<file path="src/rtl/rob_commit_pkg.sv">
// Shared configuration and types for the ROB retire path.
// The head-pointer block imports the same constants.
package rob_commit_pkg;

  localparam int unsigned RENTRIES = 16;
  localparam int unsigned RSLOTS   = 2;
  localparam int unsigned RBITS    = $clog2(RENTRIES);

  typedef logic [RBITS-1:0] rid_t;

  typedef enum logic [1:0] {
    RUN,
    ST_WAIT,
    FLUSH
  } state_e;

  // Why the in-order scan stopped at the first non-candidate slot.
  typedef enum logic [1:0] {
    STOP_NONE,
    STOP_BLOCK,
    STOP_STORE,
    STOP_EXC
  } stop_e;

endpackage

</file>
<file path="src/rtl/rob_commit_if.sv">
// Interface between the retire controller and the ROB / store buffer / head-pointer side.
interface rob_commit_if #(
  parameter int unsigned RENTRIES = rob_commit_pkg::RENTRIES
);
  localparam int unsigned RBITS = $clog2(RENTRIES);

  logic [RBITS-1:0]    rob_head;
  logic [RENTRIES-1:0] rob_v;
  logic [RENTRIES-1:0] rob_done;
  logic [RENTRIES-1:0] rob_exc;
  logic [RENTRIES-1:0] rob_store;
  logic                st_ack;

  logic [2:0]          ramt;
  logic                st_req;
  logic [RBITS-1:0]    st_id;
  logic                exc_take;
  logic [RBITS-1:0]    exc_id;
  logic                flush;
  logic [31:0]         commit_cnt;

  modport master (
    output rob_head, rob_v, rob_done, rob_exc, rob_store, st_ack,
    input  ramt, st_req, st_id, exc_take, exc_id, flush, commit_cnt
  );

  modport slave (
    input  rob_head, rob_v, rob_done, rob_exc, rob_store, st_ack,
    output ramt, st_req, st_id, exc_take, exc_id, flush, commit_cnt
  );

endinterface

</file>
<file path="src/rtl/rob_commit_scan.sv">
// Combinational in-order scan of the RSLOTS entries at the ROB head:
// leading retire-ready count, plus the kind and index of the first stopping slot.
module rob_commit_scan
  import rob_commit_pkg::*;
#(
  parameter int unsigned RENTRIES = rob_commit_pkg::RENTRIES,
  parameter int unsigned RSLOTS   = rob_commit_pkg::RSLOTS
) (
  input  logic [$clog2(RENTRIES)-1:0] i_head,
  input  logic [RENTRIES-1:0]         i_v,
  input  logic [RENTRIES-1:0]         i_done,
  input  logic [RENTRIES-1:0]         i_exc,
  input  logic [RENTRIES-1:0]         i_store,
  output logic [2:0]                  o_cnt,
  output stop_e                       o_stop,
  output logic [$clog2(RENTRIES)-1:0] o_stop_id
);

  localparam int unsigned IBITS = $clog2(RENTRIES);

  logic [IBITS-1:0] w_idx;
  logic             w_run;

  always_comb begin
    o_cnt     = '0;
    o_stop    = STOP_NONE;
    o_stop_id = '0;
    w_idx     = i_head;
    w_run     = 1'b1;
    for (int unsigned k = 0; k < RSLOTS; k++) begin
      // Slot index wraps by truncation to the ROB index width.
      w_idx = i_head + IBITS'(k);
      if (w_run) begin
        if (i_v[w_idx] && i_done[w_idx] && !i_exc[w_idx] && !i_store[w_idx]) begin
          o_cnt = o_cnt + 3'd1;
        end else begin
          w_run     = 1'b0;
          o_stop_id = w_idx;
          if (!i_v[w_idx] || !i_done[w_idx]) begin
            o_stop = STOP_BLOCK;
          end else if (i_exc[w_idx]) begin
            o_stop = STOP_EXC;
          end else begin
            o_stop = STOP_STORE;
          end
        end
      end
    end
  end

endmodule

</file>
<file path="src/rtl/rob_commit.sv">
// Retire-stage controller: decides per-cycle retire amount, sequences
// store retirement with the store buffer and exception flushes.
module rob_commit
  import rob_commit_pkg::*;
#(
  parameter int unsigned RENTRIES     = rob_commit_pkg::RENTRIES,
  parameter int unsigned RSLOTS       = rob_commit_pkg::RSLOTS,
  parameter int unsigned FLUSH_CYCLES = 3
) (
  input  logic          clk,
  input  logic          rst,
  rob_commit_if.slave   bus
);

  localparam int unsigned IBITS = $clog2(RENTRIES);
  localparam int unsigned FCW   = (FLUSH_CYCLES > 1) ? $clog2(FLUSH_CYCLES) : 1;

  logic [2:0]       w_cnt;
  stop_e            w_stop;
  logic [IBITS-1:0] w_stop_id;

  state_e           r_state;
  state_e           w_next;
  logic [FCW-1:0]   r_fcnt;
  logic [FCW-1:0]   w_fcnt_nxt;
  logic [IBITS-1:0] r_exc_id;
  logic [IBITS-1:0] w_exc_id_nxt;
  logic [IBITS-1:0] r_st_id;
  logic [IBITS-1:0] w_st_id_nxt;
  logic [31:0]      r_commit;

  logic [2:0]       w_ramt;
  logic             w_st_req;
  logic [IBITS-1:0] w_st_id;
  logic             w_exc_take;

  rob_commit_scan #(
    .RENTRIES (RENTRIES),
    .RSLOTS   (RSLOTS)
  ) u_scan (
    .i_head    (bus.rob_head),
    .i_v       (bus.rob_v),
    .i_done    (bus.rob_done),
    .i_exc     (bus.rob_exc),
    .i_store   (bus.rob_store),
    .o_cnt     (w_cnt),
    .o_stop    (w_stop),
    .o_stop_id (w_stop_id)
  );

  always_comb begin
    w_next       = r_state;
    w_fcnt_nxt   = r_fcnt;
    w_exc_id_nxt = r_exc_id;
    w_st_id_nxt  = r_st_id;
    w_ramt       = '0;
    w_st_req     = 1'b0;
    w_st_id      = r_st_id;
    w_exc_take   = 1'b0;
    unique case (r_state)
      RUN: begin
        w_ramt = w_cnt;
        // Stores and exceptions only act once every older entry has retired.
        if (w_cnt == 3'd0) begin
          case (w_stop)
            STOP_STORE: begin
              w_st_req    = 1'b1;
              w_st_id     = w_stop_id;
              w_st_id_nxt = w_stop_id;
              if (bus.st_ack) begin
                w_ramt = 3'd1;
              end else begin
                w_next = ST_WAIT;
              end
            end
            STOP_EXC: begin
              w_ramt       = 3'd1;
              w_exc_take   = 1'b1;
              w_exc_id_nxt = w_stop_id;
              w_fcnt_nxt   = FCW'(FLUSH_CYCLES - 1);
              w_next       = FLUSH;
            end
            default: ;
          endcase
        end
      end
      ST_WAIT: begin
        w_st_req = 1'b1;
        if (bus.st_ack) begin
          w_ramt = 3'd1;
          w_next = RUN;
        end
      end
      FLUSH: begin
        if (r_fcnt == '0) begin
          w_next = RUN;
        end else begin
          w_fcnt_nxt = r_fcnt - 1'b1;
        end
      end
      default: w_next = RUN;
    endcase
  end

  always_ff @(posedge clk) begin
    if (rst) begin
      r_state  <= RUN;
      r_fcnt   <= '0;
      r_exc_id <= '0;
      r_st_id  <= '0;
      r_commit <= '0;
    end else begin
      r_state  <= w_next;
      r_fcnt   <= w_fcnt_nxt;
      r_exc_id <= w_exc_id_nxt;
      r_st_id  <= w_st_id_nxt;
      r_commit <= r_commit + 32'(w_ramt);
    end
  end

  assign bus.ramt       = w_ramt;
  assign bus.st_req     = w_st_req;
  assign bus.st_id      = w_st_id;
  assign bus.exc_take   = w_exc_take;
  assign bus.exc_id     = r_exc_id;
  assign bus.flush      = (r_state == FLUSH);
  assign bus.commit_cnt = r_commit;

endmodule

</file>
<file path="src/flat_wrapper.sv">
// flat-port wrapper written by rule: the top's interface ports become plain ports
module rob_commit_flat import rob_commit_pkg::*;
#(
  parameter int unsigned RENTRIES     = rob_commit_pkg::RENTRIES,
  parameter int unsigned RSLOTS       = rob_commit_pkg::RSLOTS,
  parameter int unsigned FLUSH_CYCLES = 3
)
  (clk, rst, bus_rob_head, bus_rob_v, bus_rob_done, bus_rob_exc, bus_rob_store, bus_st_ack, bus_ramt, bus_st_req, bus_st_id, bus_exc_take, bus_exc_id, bus_flush, bus_commit_cnt);
  rob_commit_if #(.RENTRIES(RENTRIES)) bus_i ();
  input  logic clk;
  input  logic rst;
  input wire logic [$bits(bus_i.rob_head)-1:0] bus_rob_head;
  input wire logic [$bits(bus_i.rob_v)-1:0] bus_rob_v;
  input wire logic [$bits(bus_i.rob_done)-1:0] bus_rob_done;
  input wire logic [$bits(bus_i.rob_exc)-1:0] bus_rob_exc;
  input wire logic [$bits(bus_i.rob_store)-1:0] bus_rob_store;
  input wire logic [$bits(bus_i.st_ack)-1:0] bus_st_ack;
  output wire logic [$bits(bus_i.ramt)-1:0] bus_ramt;
  output wire logic [$bits(bus_i.st_req)-1:0] bus_st_req;
  output wire logic [$bits(bus_i.st_id)-1:0] bus_st_id;
  output wire logic [$bits(bus_i.exc_take)-1:0] bus_exc_take;
  output wire logic [$bits(bus_i.exc_id)-1:0] bus_exc_id;
  output wire logic [$bits(bus_i.flush)-1:0] bus_flush;
  output wire logic [$bits(bus_i.commit_cnt)-1:0] bus_commit_cnt;
  assign bus_i.rob_head = bus_rob_head;
  assign bus_i.rob_v = bus_rob_v;
  assign bus_i.rob_done = bus_rob_done;
  assign bus_i.rob_exc = bus_rob_exc;
  assign bus_i.rob_store = bus_rob_store;
  assign bus_i.st_ack = bus_st_ack;
  assign bus_ramt = bus_i.ramt;
  assign bus_st_req = bus_i.st_req;
  assign bus_st_id = bus_i.st_id;
  assign bus_exc_take = bus_i.exc_take;
  assign bus_exc_id = bus_i.exc_id;
  assign bus_flush = bus_i.flush;
  assign bus_commit_cnt = bus_i.commit_cnt;
  rob_commit #(.RENTRIES(RENTRIES), .RSLOTS(RSLOTS), .FLUSH_CYCLES(FLUSH_CYCLES)) u_core (.clk(clk), .rst(rst), .bus(bus_i));
endmodule
</file>
<file path="config.mk">
export PLATFORM = sky130hd
export DESIGN_NAME = rob_commit_flat
export DESIGN_NICKNAME = d
export VERILOG_FILES = /design/src/rtl/rob_commit_pkg.sv /design/src/rtl/rob_commit_if.sv /design/src/rtl/rob_commit_scan.sv /design/src/rtl/rob_commit.sv /design/src/flat_wrapper.sv
export SDC_FILE = /design/constraint.sdc
export NUM_CORES = 1
export LEC_CHECK = 0
export ABC_AREA = 1
export ABC_CLOCK_PERIOD_IN_PS = 11400
export CORE_UTILIZATION = 45
export DETAILED_ROUTE_END_ITERATION = 12
export GPL_TIMING_DRIVEN = 0
export PLACE_DENSITY = 0.78
export SETUP_SLACK_MARGIN = 0.15
export SLEW_MARGIN = 15
export SYNTH_ARGS = -nofsm -noshare
export SYNTH_HDL_FRONTEND = slang
export SYNTH_SLANG_ARGS = --single-unit
</file>
<file path="constraint.sdc">
create_clock -name clk -period 11.4 [get_ports clk]
set_clock_uncertainty 0.05 [all_clocks]
set_input_delay 2.28 -clock clk [delete_from_list [all_inputs] [get_ports clk]]
set_output_delay 2.28 -clock clk [all_outputs]
set_load 0.02 [all_outputs]
</file>
==> results.sh, run 1 <==
export IMPL_grtUsageTotal=0.279
export IMPL_clkLatencyLatePin_ns=0.30
export IMPL_power_frac_comb=0.385
export IMPL_tritoncts="done"
export IMPL_cts_sinks=44
export IMPL_setup_violations=0
export IMPL_p_leak_nw=2.16
export IMPL_clk_pin_slew_ns=0.08
export IMPL_num_vias=4296
export IMPL_io_buffers=113
export IMPL_cts_root_buf="clkbuf_8"
export IMPL_ys_types=40
export IMPL_syn_num_nets=683
export IMPL_wl_per_cell_um=13.9
export IMPL_regArea_um2=881
export IMPL_synthCells=607
export IMPL_fin_crit_ns=7.84
export IMPL_drive_gt1_frac=0.0701
export IMPL_post_cts_buffers=0
export IMPL_ir_drop_mv=0.0535
export IMPL_rows=32
export IMPL_dpl_hpwl_um=8980
export IMPL_grt_pass1_vias=4145
export IMPL_antenna_found_initial=0
export IMPL_yosysTopAreaCellShare=0.245
export IMPL_cp_top_family="buffers and inverters"
export IMPL_ys_warn_count=0
export IMPL_slew_headroom=0.599
export IMPL_place_ws_ns=3.58
export IMPL_ios=117
export IMPL_netlist_area_um2=3590
export IMPL_fp_dieArea_um2=8340
export IMPL_crit_fanout=10
export IMPL_ys_top_cells_by_area="dfxtp_1 (25%), nand2_1 (17%), inv_1 (9.6%)"
export IMPL_postCtsResizedCells=0
export IMPL_cts_hold_buf=0
export IMPL_synth_seq_area_share=0.245
export IMPL_cp_slowest_cell="clkdlybuf4s50_1"
export IMPL_via_per_inst=5.18
export IMPL_tightestPinTransition_ns=0.601
export IMPL_crit_chain="clkdlybuf4s50_1 > ha_1 > inv_1 > clkbuf_1 > nand3_1 > nand3_1 > nand3_1 > nand2_1 > inv_1 > nand3_2 > inv_2 > nand2_2 > nand2_2 > o21ai_1 > nand2_1 > nand2_1 > clkdlybuf4s50_1"
export IMPL_power_density_nw_per_um2=88.5
export IMPL_antennaDiodeCount=0
export IMPL_nets=803
export IMPL_critical_path_arrival_ns=5.51
export IMPL_start_util=0.464
export IMPL_pwr_share_seq=0.383
export IMPL_grt_start_max_net_pins=13
export IMPL_start_kind="input pin"
export IMPL_crit_buf_inv=6
export IMPL_synthFlopType="dfxtp_1"
export IMPL_area_growth_pct=37.6
export IMPL_nFillCells=750
export IMPL_yosys_area_top_type="dfxtp_1"
export IMPL_p_switching_mw=0.153
export IMPL_dr_pass1_iters=5
export IMPL_synthTopCellsByCount="nand2_1 (159), inv_1 (92), nor2_1 (67), nand3_1 (60), dfxtp_1 (44)"
export IMPL_synthArstFlopShare=0
export IMPL_multi_input_comb_area_um2=2220
export IMPL_outcome="completed"
export IMPL_totalWireLength_um=11500
export IMPL_rsz0062_at_grt="false"
export IMPL_internal_power_mw=0.284
export IMPL_postSynthAreaPerCell_um2=5.91
export IMPL_synth_most_common_cell="nand2_1"
export IMPL_dr_first_iter_drc_count=252
export IMPL_grt_pass1_wl_um=18900
export IMPL_die_x_um=91.3
export IMPL_p_clk_frac=0.232
export IMPL_required_ns=9.07
export IMPL_chipHeight_um=91.3
export IMPL_clockBufferDepth=2
export IMPL_clock_fmax_mhz=127
export IMPL_fin_tns_setup_ns=0
export IMPL_detail_route_antenna_nets=0
export IMPL_hp_class="reg2reg"
export IMPL_post_route_period_util=0.688
export IMPL_criticalPathCategory="in2out"
export IMPL_drc=0
export IMPL_synth_seq_cells=44
export IMPL_switching_share=0.351
export IMPL_core_um2=7730
export IMPL_htreeDepth=2
export IMPL_hold_viol=0
export IMPL_grt_overflow=0
export IMPL_cts_buffers=5
export IMPL_endpoint_kind="output port"
export IMPL_gp_congestion=0.915
export IMPL_layout_setup_ws_ns=3.56
export IMPL_drv_cap=0
export IMPL_slowest_delay_ns=0.59
export IMPL_synth_edff_count=0
export IMPL_slew_violations=0
worst reg2reg max path: cells and delay by family, from the launching register on:
| kind | cells | cell delay [ns] |
|---|---|---|
| simple gates | 11 | 1.94 |
| buf+inv | 3 | 0.27 |
| flops | 1 | 0.37 |
| fa+ha+maj | 2 | 0.60 |
| compound gates | 1 | 0.09 |
| xor+xnor | 1 | 0.15 |
worst paths after layout:
path	endpoint	slack, ns	cells past startpoint	from
worst max-delay path	bus_st_id[1]	3.56	17	bus_rob_head[0]
worst min-delay path	u_core.bus.exc_id[0]$_SDFFE_PP0P_	0.44	2	u_core.bus.exc_id[0]$_SDFFE_PP0P_
worst max register to register	u_core.bus.commit_cnt[26]$_SDFF_PP0_	7.84	18	u_core.r_state[1]$_SDFFE_PP0P_
worst min register to register	u_core.bus.exc_id[0]$_SDFFE_PP0P_	0.44	2	u_core.bus.exc_id[0]$_SDFFE_PP0P_
layer usage:
| layer | wire length, µm | GRT usage | part of all wire | up-vias |
|---|---|---|---|---|
| met5 | 0 | 0 | 0 | - |
| met4 | 143 | 0.0794 | 0.012 | 0 |
| met3 | 686 | 0.0343 | 0.060 | 13 |
| met2 | 5360 | 0.468 | 0.47 | 161 |
| met1 | 5320 | 0.376 | 0.46 | 1941 |
| li1 | - | - | - | 2181 |
cell type report:
type,instances,share of cell area
Inverter,98,0.0745
Sequential cell,44,0.178
Timing Repair Buffer,113,0.229
Buffer,22,0.0241
Clock buffer,8,0.0182
Multi-Input combinational cell,443,0.450
Tap cell,102,0.0258
per-stage QoR:
step                      hold WS (ns)  cells   util  power (mW)  area, µm²
after floorplan                  0.414    607      -       0.268       3590
after global placement           0.417    822  0.627       0.333       4850
after detailed placement         0.426    822  0.627       0.338       4850
after CTS                        0.438    830  0.639       0.437       4940
after global routing             0.460    830  0.639       0.465       4940
final                            0.440    830  0.639       0.437       4940
power by group through the flow:
stage	clock network, mW	logic, mW	registers (mW)
after floorplan	0	0.0932	0.175
after global placement	0	0.163	0.170
after detailed placement	0	0.167	0.171
after CTS	0.103	0.168	0.167
after global routing	0.112	0.185	0.168
final	0.101	0.168	0.167
cells in the final DEF, fill, tap and decap left out, drive strengths merged:
master	count
nand2	164
or2	5
o21a	1
nand3	61
ha	4
o21ai	39
o211ai	15
fa	1
nand4	14
dfxtp	44
xor2	12
nor3	10
nor2	71
conb	1
nor3b	4
buf	14
a22oi	1
clkdlybuf4s50	113
xnor2	4
clkbuf	16
o31ai	1
o2111ai	1
a21oi	32
nor4	2
inv	98
flip-flops by register name (all words and copies together), names as in the netlist:
register / flops
u_core.bus.exc_id: 4
u_core.bus.commit_cnt: 32
u_core.r_st_id: 4
u_core.r_state: 2
u_core.r_fcnt: 2
cell families (layout without fill, tap and decap cells):
kind of cell             after synthesis  after routing  synth area share
other                                  1              1           0.00105
XOR/XNOR                              16             16            0.0474
AND/OR/NAND/NOR                      331            331             0.409
buffers and inverters                120            241             0.136
AO/OA/AOI/OAI                         90             90             0.142
adder cells (fa/ha/maj)                5              5            0.0195
flip-flops                            44             44             0.245
Power figures use the tool's default switching activity.
==> inputs of run 2 (changes only) <==
ABC_CLOCK_PERIOD_IN_PS = 6400   (was 11400)
CORE_UTILIZATION = 43   (was 45)
PLACE_DENSITY = 0.79   (was 0.78)
clock period = 6.4 ns   (was 11.4 ns; I/O delays follow)
==> results.sh, run 2 (synthesis gave the netlist of run 1 again) <==
export IMPL_grt_overflow=0
export IMPL_drv_cap=0
export IMPL_criticalPathCategory="in2reg"
export IMPL_most_common_layout_cells="nand2_1 (159), clkdlybuf4s50_1 (113), inv_1 (92), nor2_1 (67), nand3_1 (60)"
export IMPL_cpMostUsedCell="nor2_1"
export IMPL_drive_gt1_frac=0.0755
export IMPL_clock_fmax_mhz=172
export IMPL_rsz0062_at_grt="false"
export IMPL_cts_buffers=5
export IMPL_htreeDepth=2
export IMPL_fin_area_um2=4960
export IMPL_slew_violations=0
export IMPL_clk_pin_slew_ns=0.08
export IMPL_fin_tns_setup_ns=0
export IMPL_post_route_period_util=0.910
export IMPL_layout_setup_ws_ns=0.574
export IMPL_largest_register_ffs=32
export IMPL_place_area_um2=4850
export IMPL_ff2ff_path_depth=20
export IMPL_dpl_hpwl_um=8950
export IMPL_fin_crit_ns=5.83
export IMPL_nFillCells=764
export IMPL_grt_pass1_wl_um=18600
export IMPL_hold_viol=0
export IMPL_detail_route_antenna_nets=0
export IMPL_ir_drop_mv=0.0961
export IMPL_power_density_nw_per_um2=164
export IMPL_endpoint_kind="register"
export IMPL_ios=117
export IMPL_final_common_cell="nand2_1"
export IMPL_whs_ns=0.449
export IMPL_dr_pass1_iters=5
export IMPL_grt_pass1_vias=4123
export IMPL_gp_congestion=0.964
export IMPL_place_ws_ns=0.278
export IMPL_hold_depth=2
export IMPL_cp_slowest_cell="clkdlybuf4s50_1"
export IMPL_setup_violations=0
export IMPL_start_util=0.455
export IMPL_fin_util=0.629
export IMPL_p_leak_nw=2.18
export IMPL_via_per_inst=5.29
export IMPL_die_x_um=93.4
export IMPL_clkLatencyLatePin_ns=0.31
export IMPL_dr_first_iter_drc_count=403
export IMPL_hp_class="reg2reg"
export IMPL_cts_sinks=44
export IMPL_clockBufferDepth=2
export IMPL_nets=803
export IMPL_slowest_delay_ns=0.50
export IMPL_wl_per_cell_um=13.6
export IMPL_chipHeight_um=93.4
export IMPL_required_ns=6.60
export IMPL_antennaDiodeCount=0
export IMPL_fp_dieArea_um2=8710
export IMPL_slew_headroom=0.607
export IMPL_cts_root_buf="clkbuf_8"
export IMPL_io_buffers=113
export IMPL_antenna_found_initial=0
export IMPL_area_growth_pct=38.3
export IMPL_totalWireLength_um=11300
export IMPL_power_mw=0.814
export IMPL_dp_cells=822
export IMPL_num_vias=4387
export IMPL_post_cts_buffers=0
export IMPL_core_um2=7890
export IMPL_drc=0
export IMPL_grt_start_max_net_pins=14
export IMPL_rows=32
export IMPL_start_kind="input pin"
export IMPL_grtUsageTotal=0.266
export IMPL_tritoncts="done"
export IMPL_tightestPinTransition_ns=0.587
export IMPL_crit_fanout=8
export IMPL_outcome="completed"
export IMPL_critical_path_arrival_ns=6.02
export IMPL_fin_cells=830
## run 2: changes by cell type in the layout (fill, tap and decap cells not counted), sizes merged
cell and change:
bufinv +1, clkbuf -2, clkinv +1
## run 2: worst max-delay path, delay by kind of cell
family / cells / cell delay [ns]
AND/OR/NAND/NOR: 18 / 2.78
XOR/XNOR: 1 / 0.15
buffers and inverters: 7 / 1.10
AO/OA/AOI/OAI: 1 / 0.09
adder cells (fa/ha/maj): 2 / 0.61
## run 2: report_power, final
| group | internal (mW) | total, mW | switching, mW |
|---|---|---|---|
| clock | 0.116 | 0.215 | 0.0995 |
| combinational | 0.130 | 0.301 | 0.172 |
| sequential | 0.288 | 0.297 | 0.00965 |
| total | 0.533 | 0.814 | 0.281 |
## run 2: path summary, 6_finish.rpt
kind | start | end | slack [ns]
worst min-delay path | u_core.bus.exc_id[0]$_SDFFE_PP0P_ | u_core.bus.exc_id[0]$_SDFFE_PP0P_ | 0.45
worst min register to register | u_core.bus.exc_id[0]$_SDFFE_PP0P_ | u_core.bus.exc_id[0]$_SDFFE_PP0P_ | 0.45
worst max register to register | u_core.r_state[1]$_SDFFE_PP0P_ | u_core.bus.commit_cnt[30]$_SDFF_PP0_ | 2.73
worst max-delay path | bus_rob_head[1] | u_core.bus.commit_cnt[30]$_SDFF_PP0_ | 0.57
## run 2: routing by layer
| layer | GRT usage | up-vias | wire, µm |
|---|---|---|---|
| li1 | - | 2177 | - |
| met4 | 0.0872 | 0 | 155 |
| met2 | 0.452 | 214 | 5450 |
| met3 | 0.0423 | 21 | 881 |
| met5 | 0 | - | 0 |
| met1 | 0.343 | 1975 | 4820 |
## run 2: final cells by class
| class | instances | area [µm²] | share of cell area |
|---|---|---|---|
| Tap cell | 102 | 128 | 0.0257 |
| Inverter | 98 | 368 | 0.0741 |
| Clock buffer | 6 | 72.6 | 0.0146 |
| Multi-Input combinational cell | 443 | 2230 | 0.449 |
| Timing Repair Buffer | 113 | 1130 | 0.228 |
| Buffer | 22 | 121 | 0.0245 |
| Sequential cell | 44 | 881 | 0.178 |
| Clock inverter | 2 | 35.0 | 0.00706 |
## run 2: timing repair
action | CTS | global route
endpoints found under the hold margin | 0 | 0
setup endpoints to repair | 0 | 1
hold buffers | 0 | 0
resized for setup | 0 | 5
